===== config.mk =====
export PLATFORM = sky130hd
export DESIGN_NAME = seg_uart_tx_flat
export DESIGN_NICKNAME = d
export VERILOG_FILES = /design/src/rtl/seg_uart_tx_if.sv /design/src/rtl/seg_uart_tx.sv /design/src/flat_wrapper.sv
export SDC_FILE = /design/constraint.sdc
export NUM_CORES = 1
export LEC_CHECK = 0
export CORE_MARGIN = 2
export CORE_UTILIZATION = 54
export CTS_BUF_LIST = sky130_fd_sc_hd__clkbuf_16
export DETAILED_ROUTE_END_ITERATION = 7
export PLACE_DENSITY = 0.8
export SKIP_LAST_GASP = 1
export SLEW_MARGIN = 40
export SYNTH_ARGS = -nofsm -noshare
export SYNTH_HDL_FRONTEND = slang
export SYNTH_SLANG_ARGS = --single-unit

===== constraint.sdc =====
create_clock -name clk -period 2 [get_ports clk]
set_clock_uncertainty 0.05 [all_clocks]
set_input_delay 0.4 -clock clk [delete_from_list [all_inputs] [get_ports clk]]
set_output_delay 0.4 -clock clk [all_outputs]
set_load 0.05 [all_outputs]

===== src/rtl/seg_uart_tx_if.sv =====
// Handshake bundle carrying 7-segment codes into the UART transmitter.
interface seg_uart_tx_if;
    logic [6:0] seg_in;
    logic       seg_valid;
    logic       seg_ready;

    modport master (output seg_in, output seg_valid, input seg_ready);
    modport slave  (input seg_in, input seg_valid, output seg_ready);
endinterface


===== src/rtl/seg_uart_tx.sv =====
// Decodes 7-segment digit codes to ASCII, queues them and sends each as an 8N1 UART frame.
//   state   | meaning
//   S_IDLE  | line high, waiting for a queued character
//   S_START | start bit (low) on the line
//   S_DATA  | data bits, LSB first
//   S_STOP  | stop bit (high); chains straight into the next start bit if queued
module seg_uart_tx #(
    parameter int DELAY_FRAMES = 234,
    parameter int FIFO_DEPTH   = 4
) (
    input  logic          clk,
    input  logic          rst,
    seg_uart_tx_if.slave  seg,
    output logic          uart_tx,
    output logic          busy,
    output logic          err
);
    localparam int          AW       = (FIFO_DEPTH > 1) ? $clog2(FIFO_DEPTH) : 1;
    localparam logic [15:0] CNT_LAST = 16'(DELAY_FRAMES - 1);

    typedef enum logic [1:0] {S_IDLE, S_START, S_DATA, S_STOP} state_t;

    state_t      state_q;
    logic [15:0] cnt_q;
    logic [2:0]  bit_q;
    logic [7:0]  shift_q;
    logic        tx_q;
    logic        err_q;
    logic [7:0]  mem_q [FIFO_DEPTH];
    logic [AW:0] wr_ptr_q;
    logic [AW:0] rd_ptr_q;

    logic        empty;
    logic        full;
    logic        push;
    logic        pop;
    logic [7:0]  head;
    logic [7:0]  ascii_d;
    logic        bad_d;

    always_comb begin
        ascii_d = 8'h3F;
        bad_d   = 1'b0;
        case (seg.seg_in)
            7'b0111111: ascii_d = 8'h30;
            7'b0001001: ascii_d = 8'h31;
            7'b1011110: ascii_d = 8'h32;
            7'b1011011: ascii_d = 8'h33;
            7'b1101001: ascii_d = 8'h34;
            7'b1110011: ascii_d = 8'h35;
            7'b1110111: ascii_d = 8'h36;
            7'b0011001: ascii_d = 8'h37;
            7'b1111111: ascii_d = 8'h38;
            7'b1111011: ascii_d = 8'h39;
            default:    bad_d   = 1'b1;
        endcase
    end

    // Extra pointer MSB distinguishes full from empty when the index bits match.
    assign empty = (wr_ptr_q == rd_ptr_q);
    assign full  = (wr_ptr_q[AW] != rd_ptr_q[AW]) &&
                   (wr_ptr_q[AW-1:0] == rd_ptr_q[AW-1:0]);
    assign head  = mem_q[rd_ptr_q[AW-1:0]];

    assign seg.seg_ready = !full;
    assign push = seg.seg_valid && !full;
    assign pop  = !empty && ((state_q == S_IDLE) ||
                             ((state_q == S_STOP) && (cnt_q == CNT_LAST)));

    always_ff @(posedge clk) begin
        if (push && !rst) begin
            mem_q[wr_ptr_q[AW-1:0]] <= ascii_d;
        end
    end

    always_ff @(posedge clk) begin
        if (rst) begin
            wr_ptr_q <= '0;
            rd_ptr_q <= '0;
        end else begin
            if (push) wr_ptr_q <= wr_ptr_q + 1'b1;
            if (pop)  rd_ptr_q <= rd_ptr_q + 1'b1;
        end
    end

    always_ff @(posedge clk) begin
        if (rst) begin
            state_q <= S_IDLE;
            cnt_q   <= '0;
            bit_q   <= '0;
            shift_q <= '0;
            tx_q    <= 1'b1;
            err_q   <= 1'b0;
        end else begin
            err_q <= push && bad_d;
            case (state_q)
                S_IDLE: begin
                    tx_q <= 1'b1;
                    if (!empty) begin
                        shift_q <= head;
                        tx_q    <= 1'b0;
                        cnt_q   <= '0;
                        bit_q   <= '0;
                        state_q <= S_START;
                    end
                end
                S_START: begin
                    if (cnt_q == CNT_LAST) begin
                        cnt_q   <= '0;
                        tx_q    <= shift_q[0];
                        state_q <= S_DATA;
                    end else begin
                        cnt_q <= cnt_q + 16'd1;
                    end
                end
                S_DATA: begin
                    if (cnt_q == CNT_LAST) begin
                        cnt_q <= '0;
                        if (bit_q == 3'd7) begin
                            tx_q    <= 1'b1;
                            state_q <= S_STOP;
                        end else begin
                            bit_q   <= bit_q + 3'd1;
                            tx_q    <= shift_q[1];
                            shift_q <= {1'b1, shift_q[7:1]};
                        end
                    end else begin
                        cnt_q <= cnt_q + 16'd1;
                    end
                end
                S_STOP: begin
                    if (cnt_q == CNT_LAST) begin
                        cnt_q <= '0;
                        if (!empty) begin
                            shift_q <= head;
                            tx_q    <= 1'b0;
                            bit_q   <= '0;
                            state_q <= S_START;
                        end else begin
                            state_q <= S_IDLE;
                        end
                    end else begin
                        cnt_q <= cnt_q + 16'd1;
                    end
                end
                default: state_q <= S_IDLE;
            endcase
        end
    end

    assign uart_tx = tx_q;
    assign err     = err_q;
    assign busy    = (state_q != S_IDLE) || !empty;
endmodule


===== src/flat_wrapper.sv =====
// flat-port wrapper written by rule: the top's interface ports become plain ports
module seg_uart_tx_flat 
#(
    parameter int DELAY_FRAMES = 234,
    parameter int FIFO_DEPTH   = 4
)
  (clk, rst, uart_tx, busy, err, seg_seg_in, seg_seg_valid, seg_seg_ready);
  seg_uart_tx_if seg_i ();
  input  logic clk;
  input  logic rst;
  output logic uart_tx;
  output logic busy;
  output logic err;
  input wire logic [$bits(seg_i.seg_in)-1:0] seg_seg_in;
  input wire logic [$bits(seg_i.seg_valid)-1:0] seg_seg_valid;
  output wire logic [$bits(seg_i.seg_ready)-1:0] seg_seg_ready;
  assign seg_i.seg_in = seg_seg_in;
  assign seg_i.seg_valid = seg_seg_valid;
  assign seg_seg_ready = seg_i.seg_ready;
  seg_uart_tx #(.DELAY_FRAMES(DELAY_FRAMES), .FIFO_DEPTH(FIFO_DEPTH)) u_core (.clk(clk), .rst(rst), .seg(seg_i), .uart_tx(uart_tx), .busy(busy), .err(err));
endmodule

# --- Word level (Yosys, flattened, before mapping) ---
# Memory sizes are Yosys's and may differ from the RTL's. A register that Yosys moved wholly into a read port is not among the register bits.
# Cells that the tools add are included.
totals:
  ff_bits: 37
  ram_bits: 16
  input_bits: 10
  output_inout_bits: 4
  wordCells: 90
  mem_count: 1
mem_list:
  columns: ["memory", "depth", "word_bits", "read_ports", "rd_ports_with_merged_regs", "wr", "line", "text"]
  rows:
  - ["u_core.mem_q", 4, 4, 1, 1, 1, "seg_uart_tx.sv:29", "logic [7:0] mem_q [FIFO_DEPTH];"]
classes:
  add_sub_neg: 4
  eq_ne: 25
  mux: 33
  reduce_logical: 19
ops:
  columns: ["op", "count"]
  rows:
  - ["$eq A7 B7 Y1 const B", 7]
  - ["$pmux W4 S10", 1]
  - ["$mux W16", 2]
  - ["$mux W8", 4]
  - ["$pmux W16 S2", 1]
  - ["$pmux W8 S3", 1]
  - ["$add A16 B1 Y16 const B", 1]
  - ["$eq A16 B8 Y1 const B", 1]
  - ["$mux W2", 7]
  - ["$mux W3", 4]
  - ["$mux W1", 10]
  - ["$reduce_or A10 Y1", 1]
  - ["$add A3 B1 Y3 const B", 3]
  - ["$pmux W3 S3", 1]
  - ["$ne A2 B2 Y1 const B", 4]
  - ["$pmux W2 S4", 1]
  - ["$reduce_and A4 Y1", 2]
  - ["$eq A7 B4 Y1 const B", 1]
  - ["$eq A7 B5 Y1 const B", 1]
  - ["$eq A7 B6 Y1 const B", 1]
  - ["$logic_and A1 B1 Y1", 6]
  - ["$ne A2 B1 Y1 const B", 3]
  - ["$reduce_and A5 Y1", 1]
  - ["$eq A2 B2 Y1 const B", 2]
  - ["12 further kinds", 15]

# --- Logic depth before layout (Yosys ltp) ---
depth:
  word_depth: 7
  depth_mapped: 8
  mapped_depth_nobuf: 7

# --- Least setup slack after synthesis ---
# Ideal clock, no wire load.
synth_path:
  path_kind: "input port to flip-flop"
  from: "in seg_seg_in[1]"
  to: "mem u_core.mem_q[0][1] in the netlist's numbering (data pin)"
  setup_ns: 0.279
  arrival_ns: 1.737
  required_ns: 1.671
  slack_ns: -0.066
  path_stages: 4
  path_buffers: 0
  path_cell_list: "or4b_1 -> nor3_1 -> nor4_1 -> or3b_2"
synth_via:
  elab_chain_cells: 2
  word_cells_on_any_way: 11
  cone_classes: "eq/ne (10); mux (1)"
synth_lines:
  columns: ["item", "line", "text"]
  rows:
  - ["start: declaration", "flat_wrapper.sv:14", "input wire logic [$bits(seg_i.seg_in)-1:0] seg_seg_in;"]
  - ["$eq A7 B7 Y1 (tied with other cells)", "seg_uart_tx.sv:44", "case (seg.seg_in)"]
  - ["$pmux W4 S10 (*)", "seg_uart_tx.sv:44", null]
  - ["net u_core.ascii_d[1]", "seg_uart_tx.sv:38", "logic [7:0] ascii_d;"]
  - ["end: declaration", "seg_uart_tx.sv:29", null]
# Mark *: on every way through the listed nets, which the timed path passes. The rest lies on a longest branch.

# --- Worst setup path in the final report ---
layout_path:
  from: "in seg_seg_in[5]"
  to: "mem u_core.mem_q[1][3] in the netlist's numbering (data pin)"
# The elaborated chain is that of the path after synthesis.

==> run metrics <==
Wirelength per Cell 15.7 um; Final Max Tran Viols 0; DIE AREA 5980 sq um; RSZ-0062 raised after global routing yes; Setup WS pre-CTS -0.514 ns; drt via density 5.74; fill count 364; gr usage total 23.7%; DIE WIDTH 77.3 um; share of cells above drive strength 1 31.5%; CTS tree built; footprint of the multi-input gates 1680 sq um; FFs w/ async S/R, synth 0%; hpwl dp 4.56 mm; yosys warns 0; slowest cell on the critical path or4b_4; Leak 1.49 nW; Worst Path Required 1.98 ns; Worst slew margin 66.6%; Final Hold Fails 0; Ports 14; Cells after DPL 408; DRC 0; IO buf count 13; Final Core Density 74.3%; Syn Nets 319; Final WS setup 0.0355 ns; type of the most critical hold path reg2reg; crit path max fanout 4; drt pass-1 iters 5; actual slew at the worst max-slew pin 0.498 ns; Worst-path clk slew 0.06 ns; post-layout min period 1.96 ns; Rows 26; CORE AREA 5140 sq um; max-cap check violation count 0; fin crit share 98.2%; Non-Filler Instances 425; EDFF count, synth 16; Root Driver clkbuf_16; TNS Setup 0 ns; Synth Register Bits 55; CP cell instances dlygate4sd2_1 -> or4b_4 -> buf_4 -> o32ai_1 -> nand3_1 -> nand2_2 -> o31ai_2; CP Launch Type input pin; Final #Nets 379; design area 3820 sq um; largest net degree at the start of global routing 41; number of diodes 0; Synth Instances 294; Starting Density 56.5%; H-tree level count 2; first-pass GRT wire length 11.3 mm; Seq. cell area 1270 sq um; GRT overflow 0; worst skew pair latency 0.29 ns; Unique masters post-synth 57; Worst Hold Depth 2; CP arrival 1.95 ns; antenna violations before repair 0; synthesized area 2900 sq um; CP max stage delay 0.57 ns; sequential area share after synthesis 43.4%; TritonCTS Buffers 5; final wirelength 6.66 mm; vias in the first global route 2480; Die Span Y 77.3 um; Routability Congestion 0.809; area post-placement 3420 sq um; WS Path Type in2reg; hold-fix buffers at CTS 0; outcome complete, no violations; R2R cell count 9; clk sinks 55; Max Root-Sink Buffers 2; Max Fclk 0.509 GHz; count of final setup violators 0; CP endpoint kind flop; drt first-iter violations 96; synthesized area per cell 9.87 sq um; Power Density 1050 nW/um^2; Area Overhead vs Synth 31.6%; routed vias 2441; Max rail drop VDD 1.03 mV; Synth Flop Type dfxtp_1; ANT nets after route 0
-- worst paths after layout --
check	endpoint	slack, ns	start
setup / recovery	u_core.mem_q[1][3]$_DFFE_PP_	0.04	seg_seg_in[5]
hold / removal	u_core.shift_q[4]$_SDFFE_PP0P_	0.42	u_core.shift_q[5]$_SDFFE_PP0P_
setup reg to reg	u_core.shift_q[5]$_SDFFE_PP0P_	0.04	u_core.cnt_q[1]$_SDFFE_PP0P_
hold reg to reg	u_core.shift_q[4]$_SDFFE_PP0P_	0.42	u_core.shift_q[5]$_SDFFE_PP0P_
-- cell usage after synthesis (all sizes together), types with 5 or more instances --
library cell   n  area share (%)
and3           6             1.3
a311oi        18             5.4
nand3          9             1.9
inv           14             1.8
edfxtp        16              17
nor2          31             4.0
and2           6             1.3
o21ai          7             1.2
dfxtp         39              27
clkbuf         5            0.65
nor3          12             2.1
buf            7             1.6
xnor2          6             1.8
nand2         30             3.9
ha            15             6.5
a21oi         11             2.3
-- per-layer routing --
layer / global-route usage, % / vias up / routed length [um]
met4: 9.11 / 0 / 167
met1: 25.6 / 1153 / 2690
met3: 5.18 / 15 / 180
li1: - / 1224 / -
met5: 0 / - / 0
met2: 44.7 / 49 / 3620
-- area by class of cell --
cell class / count / area share, %
inverters: 14 / 1.38
clock buffers: 5 / 3.28
well taps: 70 / 2.29
clock inverters: 3 / 0.983
multi-input cells: 213 / 44.1
flip-flops and latches: 55 / 33.2
repair buffers: 65 / 14.7
-- layout by cell type, fill, tap and decap left out, types with 3 or more instances in the layout --
| master | instances |
|---|---|
| clkdlybuf4s50_1 | 4 |
| dfxtp_2 | 7 |
| a21oi_1 | 8 |
| o21ai_0 | 6 |
| buf_4 | 48 |
| a31oi_1 | 4 |
| and3_1 | 5 |
| nand4_1 | 3 |
| and2_1 | 5 |
| nor2_1 | 30 |
| a311oi_1 | 16 |
| clkbuf_16 | 5 |
| mux4_2 | 4 |
| or2_2 | 3 |
| nand3_1 | 7 |
| inv_1 | 15 |
| edfxtp_1 | 16 |
| nor3_1 | 9 |
| xnor2_2 | 4 |
| dfxtp_1 | 32 |
| mux2i_1 | 4 |
| nand2_1 | 29 |
| a21oi_2 | 3 |
| buf_12 | 3 |
| dlygate4sd2_1 | 5 |
| ha_1 | 15 |
| buf_6 | 3 |
-- cell families after synthesis --
family / Yosys count / synth area share (%)
compound gates: 60 / 16.6
flops: 55 / 43.4
simple gates: 122 / 22.4
buf+inv: 26 / 4.05
xor+xnor: 7 / 2.11
mux: 9 / 4.87
fa+ha+maj: 15 / 6.47
-- flip-flops by register name, summed over array words and instances, names as in the netlist, named ones only --
signal / count
u_core.mem_q: 16
u_core.bit_q: 3
u_core.uart_tx: 1
u_core.err: 1
u_core.wr_ptr_q: 3
u_core.state_q: 2
u_core.cnt_q: 16
u_core.rd_ptr_q: 3
u_core.shift_q: 8
-- worst max-delay path, delay by kind of cell --
family	cells	cell delay [ns]
simple gates	3	0.92
compound gates	2	0.22
buf+inv	2	0.40
-- power by group --
part	internal [mW]	total [mW]	switching (mW)	leakage (nW)
Clock	0.582	0.957	0.375	0.0864
Sequential	1.28	1.38	0.107	0.462
Combinational	0.798	1.68	0.883	0.944
Total	2.66	4.02	1.37	1.49
-- through the flow --
step           hold slack [ns]  power, mW
2_1_floorplan            0.391       2.35
3_3_place_gp             0.405       2.82
3_5_place_dp             0.415       2.86
4_1_cts                  0.419       3.88
5_1_grt                  0.450       4.23
6_report                 0.417       4.02
-- timing repair --
item                                    in CTS  in global routing
endpoints found under the hold margin        0                  0
endpoints found under the setup margin      27                 38
resized for setup                           25                 22
pin swaps                                    7                 16
cloned                                       1                  0
setup buffers                                3                  5
Note: power is estimated with default switching activity, not from simulation.
